<file path="src/rtl/loop_addr_gen_if.sv">
// Bundle of the loop_addr_gen control, config and address-beat signals.
// Beat out one cycle after start; stall holds all state and drops addr_out_valid.
interface loop_addr_gen_if #(
    parameter int ADDR_WIDTH    = 8,
    parameter int ADDR_STRIDE_W = 8,
    parameter int LOOP_ITER_W   = 16,
    parameter int NUM_LOOPS     = 8
);
    localparam int LOOP_ID_W = $clog2(NUM_LOOPS);

    logic                     start;
    logic                     stall;
    logic [ADDR_WIDTH-1:0]    base_addr;
    logic                     cfg_loop_iter_v;
    logic [LOOP_ITER_W-1:0]   cfg_loop_iter;
    logic                     cfg_addr_stride_v;
    logic [ADDR_STRIDE_W-1:0] cfg_addr_stride;
    logic [ADDR_WIDTH-1:0]    addr_out;
    logic                     addr_out_valid;
    logic [LOOP_ID_W-1:0]     loop_index;
    logic                     busy;
    logic                     done;

    modport master (
        output start, stall, base_addr, cfg_loop_iter_v, cfg_loop_iter,
               cfg_addr_stride_v, cfg_addr_stride,
        input  addr_out, addr_out_valid, loop_index, busy, done
    );

    modport slave (
        input  start, stall, base_addr, cfg_loop_iter_v, cfg_loop_iter,
               cfg_addr_stride_v, cfg_addr_stride,
        output addr_out, addr_out_valid, loop_index, busy, done
    );
endinterface

</file>
<file path="src/rtl/loop_addr_gen.sv">
// Nested-loop (odometer) address generator: first beat one cycle after start, one beat per cycle.
// stall freezes the address and every counter and suppresses addr_out_valid; no other backpressure.
module loop_addr_gen #(
    parameter int ADDR_WIDTH    = 8,
    parameter int ADDR_STRIDE_W = 8,
    parameter int LOOP_ITER_W   = 16,
    parameter int NUM_LOOPS     = 8
) (
    input  logic           clk,
    input  logic           reset,
    loop_addr_gen_if.slave bus
);
    localparam int LOOP_ID_W = $clog2(NUM_LOOPS);
    localparam int PTR_W     = $clog2(NUM_LOOPS + 1);

    typedef enum logic [1:0] {IDLE, RUN, DONE} state_t;

    state_t                   state_q, state_d;
    logic [PTR_W-1:0]         iter_ptr, stride_ptr, num_loops;
    logic [LOOP_ITER_W-1:0]   iter_tab   [NUM_LOOPS];
    logic [ADDR_STRIDE_W-1:0] stride_tab [NUM_LOOPS];
    logic [LOOP_ITER_W-1:0]   cnt_q      [NUM_LOOPS];
    logic [LOOP_ITER_W-1:0]   cnt_d      [NUM_LOOPS];
    logic [ADDR_WIDTH-1:0]    addr_q, addr_d;
    logic [ADDR_WIDTH-1:0]    n_ext, s_ext;
    logic [LOOP_ID_W-1:0]     adv_idx;
    logic                     carry, last_beat, beat, start_ok, cfg_ok;

    assign beat     = (state_q == RUN) && !bus.stall;
    assign start_ok = (state_q == IDLE) && bus.start;
    assign cfg_ok   = (state_q != RUN) && !start_ok;

    // Innermost active loop takes the +1; every loop that wraps gives back N*stride.
    always_comb begin
        carry   = 1'b1;
        adv_idx = '0;
        addr_d  = addr_q;
        n_ext   = '0;
        s_ext   = '0;
        for (int i = NUM_LOOPS - 1; i >= 0; i--) begin
            cnt_d[i] = cnt_q[i];
            if (PTR_W'(i) < num_loops && carry) begin
                n_ext = ADDR_WIDTH'(iter_tab[i]);
                s_ext = ADDR_WIDTH'(stride_tab[i]);
                if (cnt_q[i] == iter_tab[i]) begin
                    cnt_d[i] = '0;
                    addr_d   = addr_d - n_ext * s_ext;
                end else begin
                    cnt_d[i] = cnt_q[i] + LOOP_ITER_W'(1);
                    addr_d   = addr_d + s_ext;
                    carry    = 1'b0;
                    adv_idx  = LOOP_ID_W'(i);
                end
            end
        end
        last_beat = carry;
    end

    always_ff @(posedge clk or negedge reset) begin
        if (!reset) begin
            iter_ptr   <= '0;
            stride_ptr <= '0;
            num_loops  <= '0;
            addr_q     <= '0;
            for (int i = 0; i < NUM_LOOPS; i++) begin
                iter_tab[i]   <= '0;
                stride_tab[i] <= '0;
                cnt_q[i]      <= '0;
            end
        end else if (start_ok) begin
            num_loops  <= iter_ptr;
            addr_q     <= bus.base_addr;
            iter_ptr   <= '0;
            stride_ptr <= '0;
            for (int i = 0; i < NUM_LOOPS; i++) cnt_q[i] <= '0;
        end else begin
            if (cfg_ok && bus.cfg_loop_iter_v && iter_ptr != PTR_W'(NUM_LOOPS)) begin
                iter_tab[iter_ptr[LOOP_ID_W-1:0]] <= bus.cfg_loop_iter;
                iter_ptr <= iter_ptr + PTR_W'(1);
            end
            if (cfg_ok && bus.cfg_addr_stride_v && stride_ptr != PTR_W'(NUM_LOOPS)) begin
                stride_tab[stride_ptr[LOOP_ID_W-1:0]] <= bus.cfg_addr_stride;
                stride_ptr <= stride_ptr + PTR_W'(1);
            end
            if (beat) begin
                cnt_q  <= cnt_d;
                addr_q <= addr_d;
            end
        end
    end

    always_ff @(posedge clk or negedge reset) begin
        if (!reset) state_q <= IDLE;
        else        state_q <= state_d;
    end

    always_comb begin
        state_d = state_q;
        case (state_q)
            IDLE:    if (bus.start) state_d = (iter_ptr == '0) ? DONE : RUN;
            RUN:     if (beat && last_beat) state_d = DONE;
            DONE:    state_d = IDLE;
            default: state_d = IDLE;
        endcase
    end

    assign bus.addr_out       = addr_q;
    assign bus.addr_out_valid = beat;
    assign bus.busy           = (state_q == RUN);
    assign bus.done           = (state_q == DONE);
    assign bus.loop_index     = (state_q != RUN) ? '0 :
                                beat ? adv_idx : LOOP_ID_W'(num_loops - PTR_W'(1));
endmodule

</file>
<file path="src/flat_wrapper.sv">
// flat-port wrapper written by rule: the top's interface ports become plain ports
module loop_addr_gen_flat 
#(
    parameter int ADDR_WIDTH    = 8,
    parameter int ADDR_STRIDE_W = 8,
    parameter int LOOP_ITER_W   = 16,
    parameter int NUM_LOOPS     = 8
)
  (clk, reset, bus_start, bus_stall, bus_base_addr, bus_cfg_loop_iter_v, bus_cfg_loop_iter, bus_cfg_addr_stride_v, bus_cfg_addr_stride, bus_addr_out, bus_addr_out_valid, bus_loop_index, bus_busy, bus_done);
  loop_addr_gen_if #(.ADDR_WIDTH(ADDR_WIDTH), .ADDR_STRIDE_W(ADDR_STRIDE_W), .LOOP_ITER_W(LOOP_ITER_W), .NUM_LOOPS(NUM_LOOPS)) bus_i ();
  input  logic clk;
  input  logic reset;
  input wire logic [$bits(bus_i.start)-1:0] bus_start;
  input wire logic [$bits(bus_i.stall)-1:0] bus_stall;
  input wire logic [$bits(bus_i.base_addr)-1:0] bus_base_addr;
  input wire logic [$bits(bus_i.cfg_loop_iter_v)-1:0] bus_cfg_loop_iter_v;
  input wire logic [$bits(bus_i.cfg_loop_iter)-1:0] bus_cfg_loop_iter;
  input wire logic [$bits(bus_i.cfg_addr_stride_v)-1:0] bus_cfg_addr_stride_v;
  input wire logic [$bits(bus_i.cfg_addr_stride)-1:0] bus_cfg_addr_stride;
  output wire logic [$bits(bus_i.addr_out)-1:0] bus_addr_out;
  output wire logic [$bits(bus_i.addr_out_valid)-1:0] bus_addr_out_valid;
  output wire logic [$bits(bus_i.loop_index)-1:0] bus_loop_index;
  output wire logic [$bits(bus_i.busy)-1:0] bus_busy;
  output wire logic [$bits(bus_i.done)-1:0] bus_done;
  assign bus_i.start = bus_start;
  assign bus_i.stall = bus_stall;
  assign bus_i.base_addr = bus_base_addr;
  assign bus_i.cfg_loop_iter_v = bus_cfg_loop_iter_v;
  assign bus_i.cfg_loop_iter = bus_cfg_loop_iter;
  assign bus_i.cfg_addr_stride_v = bus_cfg_addr_stride_v;
  assign bus_i.cfg_addr_stride = bus_cfg_addr_stride;
  assign bus_addr_out = bus_i.addr_out;
  assign bus_addr_out_valid = bus_i.addr_out_valid;
  assign bus_loop_index = bus_i.loop_index;
  assign bus_busy = bus_i.busy;
  assign bus_done = bus_i.done;
  loop_addr_gen #(.ADDR_WIDTH(ADDR_WIDTH), .ADDR_STRIDE_W(ADDR_STRIDE_W), .LOOP_ITER_W(LOOP_ITER_W), .NUM_LOOPS(NUM_LOOPS)) u_core (.clk(clk), .reset(reset), .bus(bus_i));
endmodule
</file>
<file path="config.mk">
export PLATFORM = sky130hd
export DESIGN_NAME = loop_addr_gen_flat
export DESIGN_NICKNAME = d
export VERILOG_FILES = /design/src/rtl/loop_addr_gen_if.sv /design/src/rtl/loop_addr_gen.sv /design/src/flat_wrapper.sv
export SDC_FILE = /design/constraint.sdc
export NUM_CORES = 1
export LEC_CHECK = 0
export BUFFER_PORTS_ARGS = -buffer_cell sky130_fd_sc_hd__buf_4
export CORE_AREA = 2 2 222 224
export CTS_CLUSTER_SIZE = 14
export DETAILED_ROUTE_END_ITERATION = 12
export DIE_AREA = 0 0 224 226
export MAX_ROUTING_LAYER = met4
export PLACE_DENSITY_LB_ADDON = 0.05
export SLEW_MARGIN = 20
export SYNTH_ARGS = -nofsm -noshare
export SYNTH_HDL_FRONTEND = slang
export SYNTH_SLANG_ARGS = --single-unit
</file>
<file path="constraint.sdc">
create_clock -name clk -period 32.2 [get_ports clk]
set_input_delay 3.22 -clock clk [delete_from_list [all_inputs] [get_ports clk]]
set_output_delay 3.22 -clock clk [all_outputs]
set_load 0.05 [all_outputs]
</file>
# Yosys cells after proc, flatten, opt, wreduce, memory -nomap -nowiden
# Cells that the tools add are included.
[word_totals] reg_bits=342 latch_bits=0 ram_bits=0 romBits=0 inputBits=38 word_cells=221 n_memories=0
[classes] n_addsub=27 multipliers=8 div_mod_pow=0 n_lt_le_gt_ge=12 eq_ne=15 shifts=0 mux=84 bitwise_logic=3 reduce_logical=43
[ops] op="16-bit two-way mux" count=17
[ops] op="128-bit two-way mux" count=2
[ops] op="8-bit two-way mux" count=19
[ops] op="16-bit by 1-bit adder with 16-bit output, second input constant" count=8
[ops] op="128-bit bitwise mux" count=1
[ops] op="16-bit equality test" count=8
[ops] op="8-bit adder" count=8
[ops] op="64-bit bitwise mux" count=1
[ops] op="8-bit by 8-bit multiplier with 8-bit output" count=8
[ops] op="8-bit subtractor" count=8
[ops] op="3-bit two-way mux" count=18
[ops] op="16-bit demux with 3-bit select" count=1
[ops] op="8-bit demux with 3-bit select" count=1
[ops] op="2-bit AND reduction" count=11
[ops] op="2-bit nonzero test" count=11
[ops] op="1-bit logical AND" count=17
[ops] op="3-bit by 4-bit < comparator with 1-bit output, first input constant" count=4
[ops] op="1-bit two-way mux" count=16
[ops] op="4-bit two-way mux" count=4
[ops] op="4-bit by 1-bit adder with 4-bit output, second input constant" count=2
[ops] op="4-bit >= comparator, second input constant" count=2
[ops] op="1-bit by 4-bit < comparator with 1-bit output, first input constant" count=2
[ops] op="2-bit by 4-bit < comparator with 1-bit output, first input constant" count=2
[ops] op="4-bit by 1-bit < comparator with 1-bit output, second input constant" count=2
[ops] op="other kinds (13)" count=19

# Longest topological paths before layout
[logic_depth] ltp_word=27 ltp_mapped=101 mapped_depth_nobuf=100

# Least setup slack after synthesis
# Ideal clock, no wire load.
[synth_timing] path_kind="register to register" start="reg u_core.addr_q[1], in the netlist u_core.bus.addr_out[1]" end="reg u_core.addr_q[7], in the netlist u_core.bus.addr_out[7]" setup_ns=0.128 arrival_time_ns=23.703 t_required_ns=32.072 path_slack_ns=8.369 path_stages_with_launch=94 n_path_buf=0 path_cell_list="dfrtp_1 > inv_1 > fa_1 > ha_1 > ha_1 > ha_1 > inv_1 > ha_1 > o21a_1 > o21ai_0 > nand2b_1 > a21o_1 > a21oi_1 > xor2_1 > o211ai_1 > o21ai_0 > fa_1 > fa_1 > (+58 left out) > xor2_1 > nor2_1 > a21oi_1 > a21oi_1 > fa_1 > inv_1 > fa_1 > fa_1 > fa_1 > xor2_1 > xnor2_1 > xnor2_1 > xnor2_1 > and3_1 > o31ai_1 > nand2_1 > xnor3_1 > o21ai_1"
[synth_between] elab_chain_cells=26
[synth_rtl] element="start, declared" line_no="loop_addr_gen.sv:24" source="logic [ADDR_WIDTH-1:0] addr_q, addr_d;"
[synth_rtl] element="start signal, assigned" line_no="loop_addr_gen.sv:72" source="addr_q <= bus.base_addr;"
[synth_rtl] element="start signal, assigned" line_no="loop_addr_gen.sv:87" source="addr_q <= addr_d;"
[synth_rtl] element="8-bit adder / 8-bit subtractor (equally long branches)" line_no="loop_addr_gen.sv:50, loop_addr_gen.sv:47"
[synth_rtl] element="8-bit two-way mux" line_no="loop_addr_gen.sv:45" source="if (cnt_q[i] == iter_tab[i]) begin"
[synth_rtl] element="8-bit two-way mux *" line_no="loop_addr_gen.sv:42" source="if (PTR_W'(i) < num_loops && carry) begin"
[synth_rtl] element="8-bit adder / 8-bit subtractor (equally long branches)" line_no="loop_addr_gen.sv:50, loop_addr_gen.sv:47"
[synth_rtl] element="8-bit two-way mux" line_no="loop_addr_gen.sv:45"
[synth_rtl] element="8-bit two-way mux *" line_no="loop_addr_gen.sv:42"
[synth_rtl] element="8-bit adder / 8-bit subtractor (equally long branches)" line_no="loop_addr_gen.sv:50, loop_addr_gen.sv:47"
[synth_rtl] element="8-bit two-way mux" line_no="loop_addr_gen.sv:45"
[synth_rtl] element="(+10 left out)"
[synth_rtl] element="8-bit adder / 8-bit subtractor (equally long branches)" line_no="loop_addr_gen.sv:50, loop_addr_gen.sv:47"
[synth_rtl] element="8-bit two-way mux" line_no="loop_addr_gen.sv:45"
[synth_rtl] element="8-bit two-way mux *" line_no="loop_addr_gen.sv:42"
[synth_rtl] element="8-bit adder / 8-bit subtractor (equally long branches)" line_no="loop_addr_gen.sv:50, loop_addr_gen.sv:47"
[synth_rtl] element="8-bit two-way mux" line_no="loop_addr_gen.sv:45"
[synth_rtl] element="8-bit two-way mux *" line_no="loop_addr_gen.sv:42"
[synth_rtl] element="8-bit two-way mux *" line_no="loop_addr_gen.sv:85" source="if (beat) begin"
[synth_rtl] element="8-bit two-way mux *" line_no="loop_addr_gen.sv:70" source="end else if (start_ok) begin"
# Every way passes the cells marked *; elsewhere a longest branch is shown, timed or not. The select of a mux whose other input is x is not followed.
# A chain may end at the register's enable or synchronous reset.

# Final worst setup path
[layout_timing] start="reg u_core.stride_tab[1] (netlist name)" end="reg u_core.addr_q[7], in the netlist u_core.bus.addr_out[7]"
[layout_between] elab_chain_cells=27
[layout_rtl] element="start, declared" line_no="loop_addr_gen.sv:21" source="logic [ADDR_STRIDE_W-1:0] stride_tab [NUM_LOOPS];"
[layout_rtl] element="start signal, assigned by index" line_no="loop_addr_gen.sv:82" source="stride_tab[stride_ptr[LOOP_ID_W-1:0]] <= bus.cfg_addr_stride;"
[layout_rtl] element="8-bit by 8-bit multiplier with 8-bit output" line_no="loop_addr_gen.sv:47" source="addr_d = addr_d - n_ext * s_ext;"
[layout_rtl] element="8-bit subtractor" line_no="loop_addr_gen.sv:47"
[layout_rtl] element="8-bit two-way mux *" line_no="loop_addr_gen.sv:45"
[layout_rtl] element="8-bit two-way mux *" line_no="loop_addr_gen.sv:42"
[layout_rtl] element="8-bit adder / 8-bit subtractor (equally long branches)" line_no="loop_addr_gen.sv:50, loop_addr_gen.sv:47"
[layout_rtl] element="8-bit two-way mux" line_no="loop_addr_gen.sv:45"
[layout_rtl] element="8-bit two-way mux *" line_no="loop_addr_gen.sv:42"
[layout_rtl] element="8-bit adder / 8-bit subtractor (equally long branches)" line_no="loop_addr_gen.sv:50, loop_addr_gen.sv:47"
[layout_rtl] element="(+11 left out)"
[layout_rtl] element="8-bit adder / 8-bit subtractor (equally long branches)" line_no="loop_addr_gen.sv:50, loop_addr_gen.sv:47"
[layout_rtl] element="8-bit two-way mux" line_no="loop_addr_gen.sv:45"
[layout_rtl] element="8-bit two-way mux *" line_no="loop_addr_gen.sv:42"
[layout_rtl] element="8-bit adder / 8-bit subtractor (equally long branches)" line_no="loop_addr_gen.sv:50, loop_addr_gen.sv:47"
[layout_rtl] element="8-bit two-way mux" line_no="loop_addr_gen.sv:45"
[layout_rtl] element="8-bit two-way mux *" line_no="loop_addr_gen.sv:42"
[layout_rtl] element="8-bit two-way mux *" line_no="loop_addr_gen.sv:85"
[layout_rtl] element="8-bit two-way mux *" line_no="loop_addr_gen.sv:70"
# Marked as above.

==> results.json <==
{
  "hold_path_class": "reg -> reg",
  "synthArstFlopShare": 1.000,
  "grt_most_used_layer": "met2",
  "timing.max_slew.rel_slack": 0.2398,
  "vias_in_the_first_global_route": 22310,
  "setup_tns_ns": 0,
  "slowest_stage": "sky130_fd_sc_hd__fa_1",
  "post_synth_inst_count": 3089,
  "routed_wire_length_per_instance_um": 21.27,
  "global_route.overflow_total": 0,
  "fin_crit_sh": 0.7899,
  "cts_inserted_buffers": 41,
  "synth_edf_count": 0,
  "drive_gt1_frac": 0.1183,
  "synth.yosys.warnings": 0,
  "num-fill-cells": 4048,
  "placement.io_buffers": 51,
  "yosys.area.top_type_share": 0.2985,
  "final_slew_viol_count": 0,
  "global_route.usage.met1": 0.4559,
  "tritoncts_clock_tree": "built",
  "cts.sinks": 342,
  "die-width_um": 224,
  "clkTransAtPathRegs_ns": 0.06,
  "clock-skew-final_ns": 0.02234,
  "detail_route.first_pass.iterations": 5,
  "critical_path.max_stage_delay_ns": 0.55,
  "sequential_cell_area_um2": 8558,
  "detail-route-antenna-nets": 0,
  "worst_ep_required_time_ns": 32.64,
  "grt_setup_unrepaired": "false",
  "dominantRegCellSynth": "sky130_fd_sc_hd__dfrtp_1",
  "total_count_of_hold_check_failures_in_the_final_report": 0,
  "pre_cts_ws_ns": 6.778,
  "synth.area.top_cells": "sky130_fd_sc_hd__dfrtp_1 (30%), sky130_fd_sc_hd__ha_1 (10%), sky130_fd_sc_hd__fa_1 (9.5%), sky130_fd_sc_hd__mux2_2 (7.6%), sky130_fd_sc_hd__xor2_1 (5.3%)",
  "final.setup.worst_slack_ns": 6.765,
  "global_route.usage.met2": 0.5078,
  "grt_max_degree": 81,
  "hold_buffers": 0,
  "timing.final.setup_violations": 0,
  "route.detailed.vias_per_inst": 5.982,
  "initial_antenna_violation_count": 8,
  "numPlacedInstances": 3693,
  "boundaryPins": 52,
  "drtIter0Drc": 1809,
  "post_cts_setup_buffers": 0,
  "grt_usage": 0.3334,
  "timing_worst_setup_path_type": "reg -> reg",
  "synth-seq-area-share": 0.2985,
  "flow.area_growth_from_synthesis_pct": 8.574,
  "drt_wl_total_mm": 80.13,
  "multi_input_area_um2": 18850,
  "highest_count_cells_in_the_layout_ignoring_fill_and_taps": "sky130_fd_sc_hd__dfrtp_1 (342), sky130_fd_sc_hd__nand2_1 (326), sky130_fd_sc_hd__inv_1 (241)",
  "vias": 22540,
  "die-area_um2": 50620,
  "final.min_clock_period_ns": 25.43,
  "synth.avg_cell_area_um2": 9.283,
  "rows": 81,
  "grt_pass1_wl_mm": 126.1,
  "core_area_um2": 48340,
  "synth.ff_latch_count": 342,
  "synth_area_leader_cell": "sky130_fd_sc_hd__dfrtp_1",
  "drc": 0,
  "initial_core_util": 0.5932,
  "cts.path.max_buffers": 3,
  "worst_skew_pair.late_latency_ns": 0.58,
  "gp_routability_congestion": 0.9381,
  "clock_tree.htree_level_count": 2,
  "cts_repair_resize_count": 0,
  "hold_slack_final_ns": 0.5026,
  "worst_path_maximum_fanout": 10,
  "maximum_clock_frequency_mhz": 39.32,
  "fin_nets": 3521,
  "most_frequent_standard_cell_in_the_layout_excluding_fill_and_tap_cells": "sky130_fd_sc_hd__dfrtp_1",
  "final-instance-count-excl-fill": 3768,
  "detailedPlacementHpwl_mm": 57.80,
  "synthesis.area_um2": 28680,
  "cap_violations": 0,
  "critPathArrivalTime_ns": 25.87,
  "die_h_um": 226,
  "grt_use_met3": 0.03890,
  "setup.worst_path.end_class": "flop",
  "syn-num-nets": 3496,
  "outcome": "complete, no violations",
  "root_buffer_master": "sky130_fd_sc_hd__clkbuf_16",
  "setup.worst_path.start_class": "flop",
  "worst_path_most_repeated_cell": "sky130_fd_sc_hd__fa_1",
  "worstMarginPinSlew_ns": 1.136,
  "yosysUniqueCellTypes": 79
}
-- registers in the layout, summed over array words and instances, names as in the netlist --
register,cells
u_core.bus.addr_out,8
u_core.cnt_q,128
u_core.state_q,2
u_core.iter_ptr,4
u_core.iter_tab,128
u_core.stride_tab,64
u_core.num_loops,4
u_core.stride_ptr,4
-- synthesized netlist by cell type, types with 31 or more instances --
master / number
sky130_fd_sc_hd__dfrtp_1: 342
sky130_fd_sc_hd__nand2_1: 326
sky130_fd_sc_hd__inv_1: 241
sky130_fd_sc_hd__ha_1: 233
sky130_fd_sc_hd__o21ai_0: 228
sky130_fd_sc_hd__mux2_2: 193
sky130_fd_sc_hd__nor2_1: 176
sky130_fd_sc_hd__xor2_1: 173
sky130_fd_sc_hd__xnor2_1: 172
sky130_fd_sc_hd__and2_1: 154
sky130_fd_sc_hd__a21oi_1: 136
sky130_fd_sc_hd__fa_1: 136
sky130_fd_sc_hd__clkbuf_1: 81
sky130_fd_sc_hd__and3_1: 78
sky130_fd_sc_hd__nand3_1: 66
sky130_fd_sc_hd__nor4_1: 31
-- layer usage --
| metal | routed length, um | vias to the layer above |
|---|---|---|
| met5 | 0 | - |
| met4 | 3608 | 0 |
| met3 | 4820 | 141 |
| met2 | 35870 | 657 |
| met1 | 35830 | 11220 |
| li1 | - | 10520 |
-- layout make-up --
cell class,instances,area share
Multi-Input combinational cell,2409,0.6056
Sequential cell,342,0.2749
Clock buffer,56,0.03798
Inverter,243,0.02930
Tap cell,622,0.02500
Timing Repair Buffer,77,0.01893
Clock inverter,18,0.008279
Antenna cell,1,0.00008038
-- cells by family (layout without fill, tap and decap cells) --
logic type	after synthesis	after routing	synth area share
and+or+nand+nor	952	952	0.1619
DFF	342	342	0.2985
xor gates and xnor gates	346	346	0.1062
buffers and inverters	338	394	0.04525
muxes	210	210	0.08247
adders and majority gates	369	369	0.1966
AOI/OAI and AO/OA	532	532	0.1091
other	0	1	0
-- critical path: cells and delay by family (launching register included) --
kind | cells | cell delay, ns
buffers and inverters | 13 | 0.76
flip-flops | 1 | 0.51
AND/OR/NAND/NOR | 9 | 1.04
AO/OA/AOI/OAI | 18 | 3.10
XOR/XNOR | 12 | 1.97
multiplexers | 1 | 0.38
adder cells (fa/ha/maj) | 39 | 17.47
-- path summary, 6_finish.rpt --
| path | from | endpoint | slack [ns] | depth (start not counted) |
|---|---|---|---|---|
| max | u_core.stride_tab[1] | u_core.bus.addr_out[7] | 6.77 | 92 |
| min | u_core.cnt_q[111] | u_core.cnt_q[111] | 0.50 | 1 |
| max reg2reg | u_core.stride_tab[1] | u_core.bus.addr_out[7] | 6.77 | 92 |
| min reg2reg | u_core.cnt_q[111] | u_core.cnt_q[111] | 0.50 | 1 |
| max in group asynchronous | reset | u_core.stride_tab[34] | 27.63 | 3 |
| min in group asynchronous | reset | u_core.cnt_q[7] | 2.61 | 1 |
-- metrics by stage --
stage                       util  cell area, um2
after global placement    0.6139           29680
after detailed placement  0.6140           29680
after global routing      0.6440           31130
after floorplan                -           28680
after CTS                 0.6438           31120
final                     0.6440           31130
Power is not shown: default switching activity piles up to over one toggle a cycle in this logic, so the estimate is an artifact.
